### src/rtl/fix_seq_tracker.sv
// rtl/fix_seq_tracker.sv - FIX session sequence-number tracker with gap detection and resend request
module fix_seq_tracker #(
  parameter int SEQ_W    = 16,
  parameter int INIT_SEQ = 1
) (
  input  logic             clk,
  input  logic             rst,
  input  logic             rx_valid_i,
  input  logic [SEQ_W-1:0] rx_seq_i,
  input  logic             rx_poss_dup_i,
  input  logic             rx_ignore_i,
  input  logic             seq_reset_i,
  input  logic [SEQ_W-1:0] seq_reset_new_i,
  input  logic             send_i,
  input  logic             resend_ack_i,
  output logic [SEQ_W-1:0] expected_seq_o,
  output logic [SEQ_W-1:0] outgoing_seq_o,
  output logic             rx_accept_o,
  output logic             rx_dup_o,
  output logic             rx_gap_o,
  output logic             rx_low_o,
  output logic             err_low_o,
  output logic             resend_req_o,
  output logic [SEQ_W-1:0] resend_begin_o,
  output logic [SEQ_W-1:0] resend_end_o,
  output logic [1:0]       state_o
);

  typedef enum logic [1:0] {SYNC = 2'd0, REQ = 2'd1, RECOVER = 2'd2} state_t;

  localparam logic [SEQ_W-1:0] MAX_SEQ  = '1;
  localparam logic [SEQ_W-1:0] ONE      = SEQ_W'(1);
  localparam logic [SEQ_W-1:0] INIT_VAL = SEQ_W'(INIT_SEQ);

  // Sequence numbers skip zero on wrap.
  function automatic logic [SEQ_W-1:0] seq_inc(input logic [SEQ_W-1:0] s);
    return (s == MAX_SEQ) ? ONE : s + ONE;
  endfunction

  state_t           state_q, state_d;
  logic [SEQ_W-1:0] exp_seq_q, exp_seq_d;
  logic [SEQ_W-1:0] out_seq_q, out_seq_d;
  logic [SEQ_W-1:0] begin_q, begin_d;
  logic [SEQ_W-1:0] end_q, end_d;
  logic             acc_q, acc_d;
  logic             dup_q, dup_d;
  logic             gap_q, gap_d;
  logic             low_q, low_d;
  logic             err_q, err_d;
  logic             req_q, req_d;

  always_comb begin
    state_d   = state_q;
    exp_seq_d = exp_seq_q;
    out_seq_d = out_seq_q;
    begin_d   = begin_q;
    end_d     = end_q;
    req_d     = req_q;
    acc_d     = 1'b0;
    dup_d     = 1'b0;
    gap_d     = 1'b0;
    low_d     = 1'b0;

    if (send_i) out_seq_d = seq_inc(out_seq_q);

    // Ack moves REQ to RECOVER; a same-cycle recovery exit below overrides it.
    if (state_q == REQ && resend_ack_i) begin
      state_d = RECOVER;
      req_d   = 1'b0;
    end

    if (seq_reset_i) begin
      if (seq_reset_new_i >= exp_seq_q) begin
        exp_seq_d = seq_reset_new_i;
        if (state_q != SYNC && seq_reset_new_i > end_q) begin
          state_d = SYNC;
          req_d   = 1'b0;
        end
      end else begin
        low_d = 1'b1;
      end
    end else if (rx_valid_i && !rx_ignore_i) begin
      if (rx_seq_i == exp_seq_q) begin
        acc_d     = 1'b1;
        exp_seq_d = seq_inc(exp_seq_q);
        if (state_q != SYNC && exp_seq_q >= end_q) begin
          state_d = SYNC;
          req_d   = 1'b0;
        end
      end else if (rx_seq_i > exp_seq_q) begin
        gap_d = 1'b1;
        if (state_q == SYNC) begin
          begin_d = exp_seq_q;
          end_d   = rx_seq_i - ONE;
          req_d   = 1'b1;
          state_d = REQ;
        end
      end else if (rx_poss_dup_i) begin
        dup_d = 1'b1;
      end else begin
        low_d = 1'b1;
      end
    end

    err_d = err_q | low_d;
  end

  always_ff @(posedge clk) begin
    if (rst) begin
      state_q   <= SYNC;
      exp_seq_q <= INIT_VAL;
      out_seq_q <= INIT_VAL;
      begin_q   <= '0;
      end_q     <= '0;
      req_q     <= 1'b0;
      acc_q     <= 1'b0;
      dup_q     <= 1'b0;
      gap_q     <= 1'b0;
      low_q     <= 1'b0;
      err_q     <= 1'b0;
    end else begin
      state_q   <= state_d;
      exp_seq_q <= exp_seq_d;
      out_seq_q <= out_seq_d;
      begin_q   <= begin_d;
      end_q     <= end_d;
      req_q     <= req_d;
      acc_q     <= acc_d;
      dup_q     <= dup_d;
      gap_q     <= gap_d;
      low_q     <= low_d;
      err_q     <= err_d;
    end
  end

  assign expected_seq_o = exp_seq_q;
  assign outgoing_seq_o = out_seq_q;
  assign rx_accept_o    = acc_q;
  assign rx_dup_o       = dup_q;
  assign rx_gap_o       = gap_q;
  assign rx_low_o       = low_q;
  assign err_low_o      = err_q;
  assign resend_req_o   = req_q;
  assign resend_begin_o = begin_q;
  assign resend_end_o   = end_q;
  assign state_o        = state_q;

endmodule

### config.mk
export PLATFORM = sky130hd
export DESIGN_NAME = fix_seq_tracker
export DESIGN_NICKNAME = d
export VERILOG_FILES = /design/src/rtl/fix_seq_tracker.sv
export SDC_FILE = /design/constraint.sdc
export NUM_CORES = 1
export LEC_CHECK = 0
export ABC_AREA = 1
export CORE_MARGIN = 5
export CORE_UTILIZATION = 25
export CTS_CLUSTER_DIAMETER = 200
export DETAILED_ROUTE_END_ITERATION = 16
export GPL_ROUTABILITY_DRIVEN = 0
export PLACE_DENSITY = 0.48
export REMOVE_ABC_BUFFERS = 1
export SYNTH_ARGS = -nofsm -noshare
export SYNTH_HDL_FRONTEND = slang
export SYNTH_SLANG_ARGS = --single-unit
### constraint.sdc
create_clock -name clk -period 1.86 [get_ports clk]
set_clock_uncertainty 0.1 [all_clocks]
set_input_delay 0.372 -clock clk [delete_from_list [all_inputs] [get_ports clk]]
set_output_delay 0.372 -clock clk [all_outputs]
set_load 0.02 [all_outputs]
==> results.md <==
- Worst-path clk slew: about 70 ps
- Rows: 53
- Die Y-Extent: 155 µm
- Crit-path slowest cell: dfxtp_2
- Detail Route Antenna Nets: 0
- Layout cells sized above 1: 0.362
- Initial antenna violation count: 0
- DR vias: a little under 6,000
- Via/cell ratio: about 4.5
- Largest net degree at the start of global routing: 44
- FF+latch count, synth: roughly 70
- Hold path cells: 2
- CTS tree: done
- Post-synth EDFFs: 0
- Ant diodes: 0
- Setup crit start kind: flip-flop
- First-pass GRT wire length: 31,800 µm
- Worst Path Required: 2050 ps
- CTS Hold Buffers Added: 0
- Clk sinks: 72
- Port bufs: 111
- Main flop type after synthesis: dfxtp_1
- Commonest non-fill, non-tap cell in the layout: nand2_1
- Synth warn: 0
- Fraction of registers with async set/reset: 0
- Max stage delay on crit path: 330 ps
- Number of max-cap violations: 0
- Most frequent cells in the layout: 163 x nand2_1, 130 x buf_4, 77 x dlygate4sd2_1, 74 x nor2_1, 63 x inv_1
- Fin crit period: about 2100 ps
- Root buffer cell: clkbuf_16
- Starting DRT DRC Count: 273
- Crit path arrival time: 2280 ps
- Unique masters post-synth: 38
- Clock Tree Buf Depth: 2
- Reg-to-reg endpoint: expected_seq_o[4]$_SDFFE_PP0P_
- Post-DP HPWL: 15,000 µm
- DR pass1 iterations: 5
- Number of CTS-inserted buffers: 9
- Critical path peak fanout: 8
- Endpoint class of the critical path: flip-flop
- Worst hold slack: 366 ps
- Setup TNS: -9870 ps
- Min-Delay Startpoint: resend_begin_o[10]$_SDFFE_PP0P_
- Crit path cell chain: inv_2 -> buf_6 -> ha_4 -> nand2_4 -> nor2_4 -> nand2_4 -> nor2_4 -> inv_2 -> a21oi_4 -> nand2_4 -> buf_6 -> clkinv_8 -> nor2_2 -> nor2_1
- RSZ-0062 raised after global routing: true
- Non-Filler Instances: 1,311
- Floorplan Core Area: approximately 21,000 µm²
- Total gr overflow: 0
- Top cell by count, worst path: nand2_4
- WL/cell: 15.9 µm
- PwrDens: about 590 nW/µm²
- Drt total wl: 20,900 µm
- Post-Syn Instances: 776
- Hold Path Class: reg2reg
- Pre-CTS setup slack: -771 ps
- Final setup vio count: 52
- P&R area growth vs syn: 73.4%
- Vias in the first global route: 5,865
- H-tree levels: 3
- Reg2reg start: expected_seq_o[14]$_SDFFE_PP0P_
- All-Layer GR Usage: 0.171
- Starting Density: 0.252
- Die area: 24,000 µm²
- Fmax achieved: 478 MHz
- Die width: 155 µm
- Reg2reg path depth: 14
- Slew Limit Fails: 0
- Placed insts: 1,276
- Syn avg cell area: ~6.8 µm²
- Worst-Skew Late Latency: 350 ps
- DRC viols: 0
- Failing checks: negative setup slack
- Ports: around 110
- Crit Path Category: reg2reg
- Slew headroom: 0.562
- Mapped Area: 5250 µm²
- VDD IR max: roughly 0.41 mV
- R2r setup slk: -230 ps
- Least-Margin Pin Slew: 657 ps
- Final net count: roughly 1,100
- Register area share after synthesis: 0.275
- Worst setup margin: -234 ps
- Worst Hold Path EP: resend_begin_o[10]$_SDFFE_PP0P_
- Tcrit/Tclk final: 1.13
- Status: finished, violations left
- Final hold viol count: 0
- LEAKAGE: 0.00412 µW
-- worst max-delay path by stage --
| stage | start | end | slack, ps | depth (start not counted) |
|---|---|---|---|---|
| CTS | expected_seq_o[13]$_SDFFE_PP0P_ | resend_end_o[1]$_SDFFE_PP0P_ | -240 | 14 |
| global placement | rx_seq_i[11] | expected_seq_o[4]$_SDFFE_PP0P_ | -720 | 12 |
| global route | expected_seq_o[14]$_SDFFE_PP0P_ | expected_seq_o[5]$_SDFFE_PP0P_ | -330 | 14 |
| detailed placement | rx_seq_i[11] | expected_seq_o[4]$_SDFFE_PP0P_ | -770 | 12 |
| finish | expected_seq_o[14]$_SDFFE_PP0P_ | expected_seq_o[4]$_SDFFE_PP0P_ | -230 | 14 |
| floorplan | expected_seq_o[7]$_SDFFE_PP0P_ | resend_begin_o[0]$_SDFFE_PP0P_ | -750 | 11 |
-- power breakdown --
group	internal (µW)	switching (µW)
clock	1050	792
sequential	1610	47.8
combinational	857	1040
-- critical path, delay by kind of cell, from the launching register on --
| family | cells | cell delay (ps) |
|---|---|---|
| buffers and inverters | 5 | 490 |
| DFF | 1 | 330 |
| and+or+nand+nor | 7 | 720 |
| adders and majority gates | 1 | 260 |
| AOI/OAI and AO/OA | 1 | 140 |
-- cells by family after synthesis --
kind of cell               share of synthesized area
AOI/OAI and AO/OA                              0.116
xor gates and xnor gates                      0.0501
adders and majority gates                      0.160
buffers and inverters                         0.0823
DFF                                            0.275
and+or+nand+nor                                0.317
-- per-stage QoR --
step / instance area (µm²) / power, µW / util
floorplan: 5140 / 2410 / -
global placement: 7640 / 3180 / 0.367
detailed placement: 7640 / 3190 / 0.367
CTS: 8680 / 5310 / 0.417
global route: 9090 / 5700 / 0.437
finish: 9090 / 5400 / 0.437
-- Yosys cell counts (2+ instances only) --
library cell,instances,share of area
xnor2_1,8,0.013
nand3_1,39,0.037
dfxtp_1,72,0.27
nand4_2,2,0.0048
nor3_2,4,0.0076
clkbuf_1,10,0.0072
or2_2,3,0.0036
nand3b_1,2,0.0029
nor2_4,3,0.0064
o21ai_0,26,0.025
nor2_2,3,0.0036
buf_4,3,0.0043
inv_2,3,0.0021
o21bai_1,2,0.0029
nand2_2,4,0.0048
a21oi_1,69,0.066
nand4_1,13,0.016
nor3_1,9,0.0086
o21ai_1,10,0.0095
nand2_1,208,0.15
inv_1,81,0.058
nor2_1,94,0.067
o21a_1,2,0.0029
ha_1,67,0.16
a21o_1,2,0.0029
xor2_1,22,0.037
buf_2,4,0.0038
-- final cells by class --
cell class / instances / area (µm²)
Timing Repair Buffer: 262 / 2350
Clock buffer: 9 / 225
Multi-Input combinational cell: 599 / 4260
Tap cell: 275 / 344
Fill cell: 2198 / 11700
Timing Repair inverter: 1 / 16.3
Clock inverter: 7 / 78.8
Sequential cell: 72 / 1460
Inverter: 86 / 365
-- registers in the layout, indices dropped and copies added, names as in the netlist, 2 cells and up --
register	flops
resend_end_o	16
expected_seq_o	16
outgoing_seq_o	16
state_o	2
resend_begin_o	16
-- what timing repair did --
item                                    4_1_cts  5_1_grt
setup buffers                                14        9
pin swaps                                    29       34
endpoints found under the setup margin      100       61
cloned                                        6        2
gates resized for setup                     238      102
-- routing by layer --
metal	global-route usage	part of all wire
met1	0.220	0.45
met4	0.0656	0.027
met3	0.0278	0.043
met2	0.288	0.48
met5	0	0
Note: power is estimated with default switching activity, not from simulation.
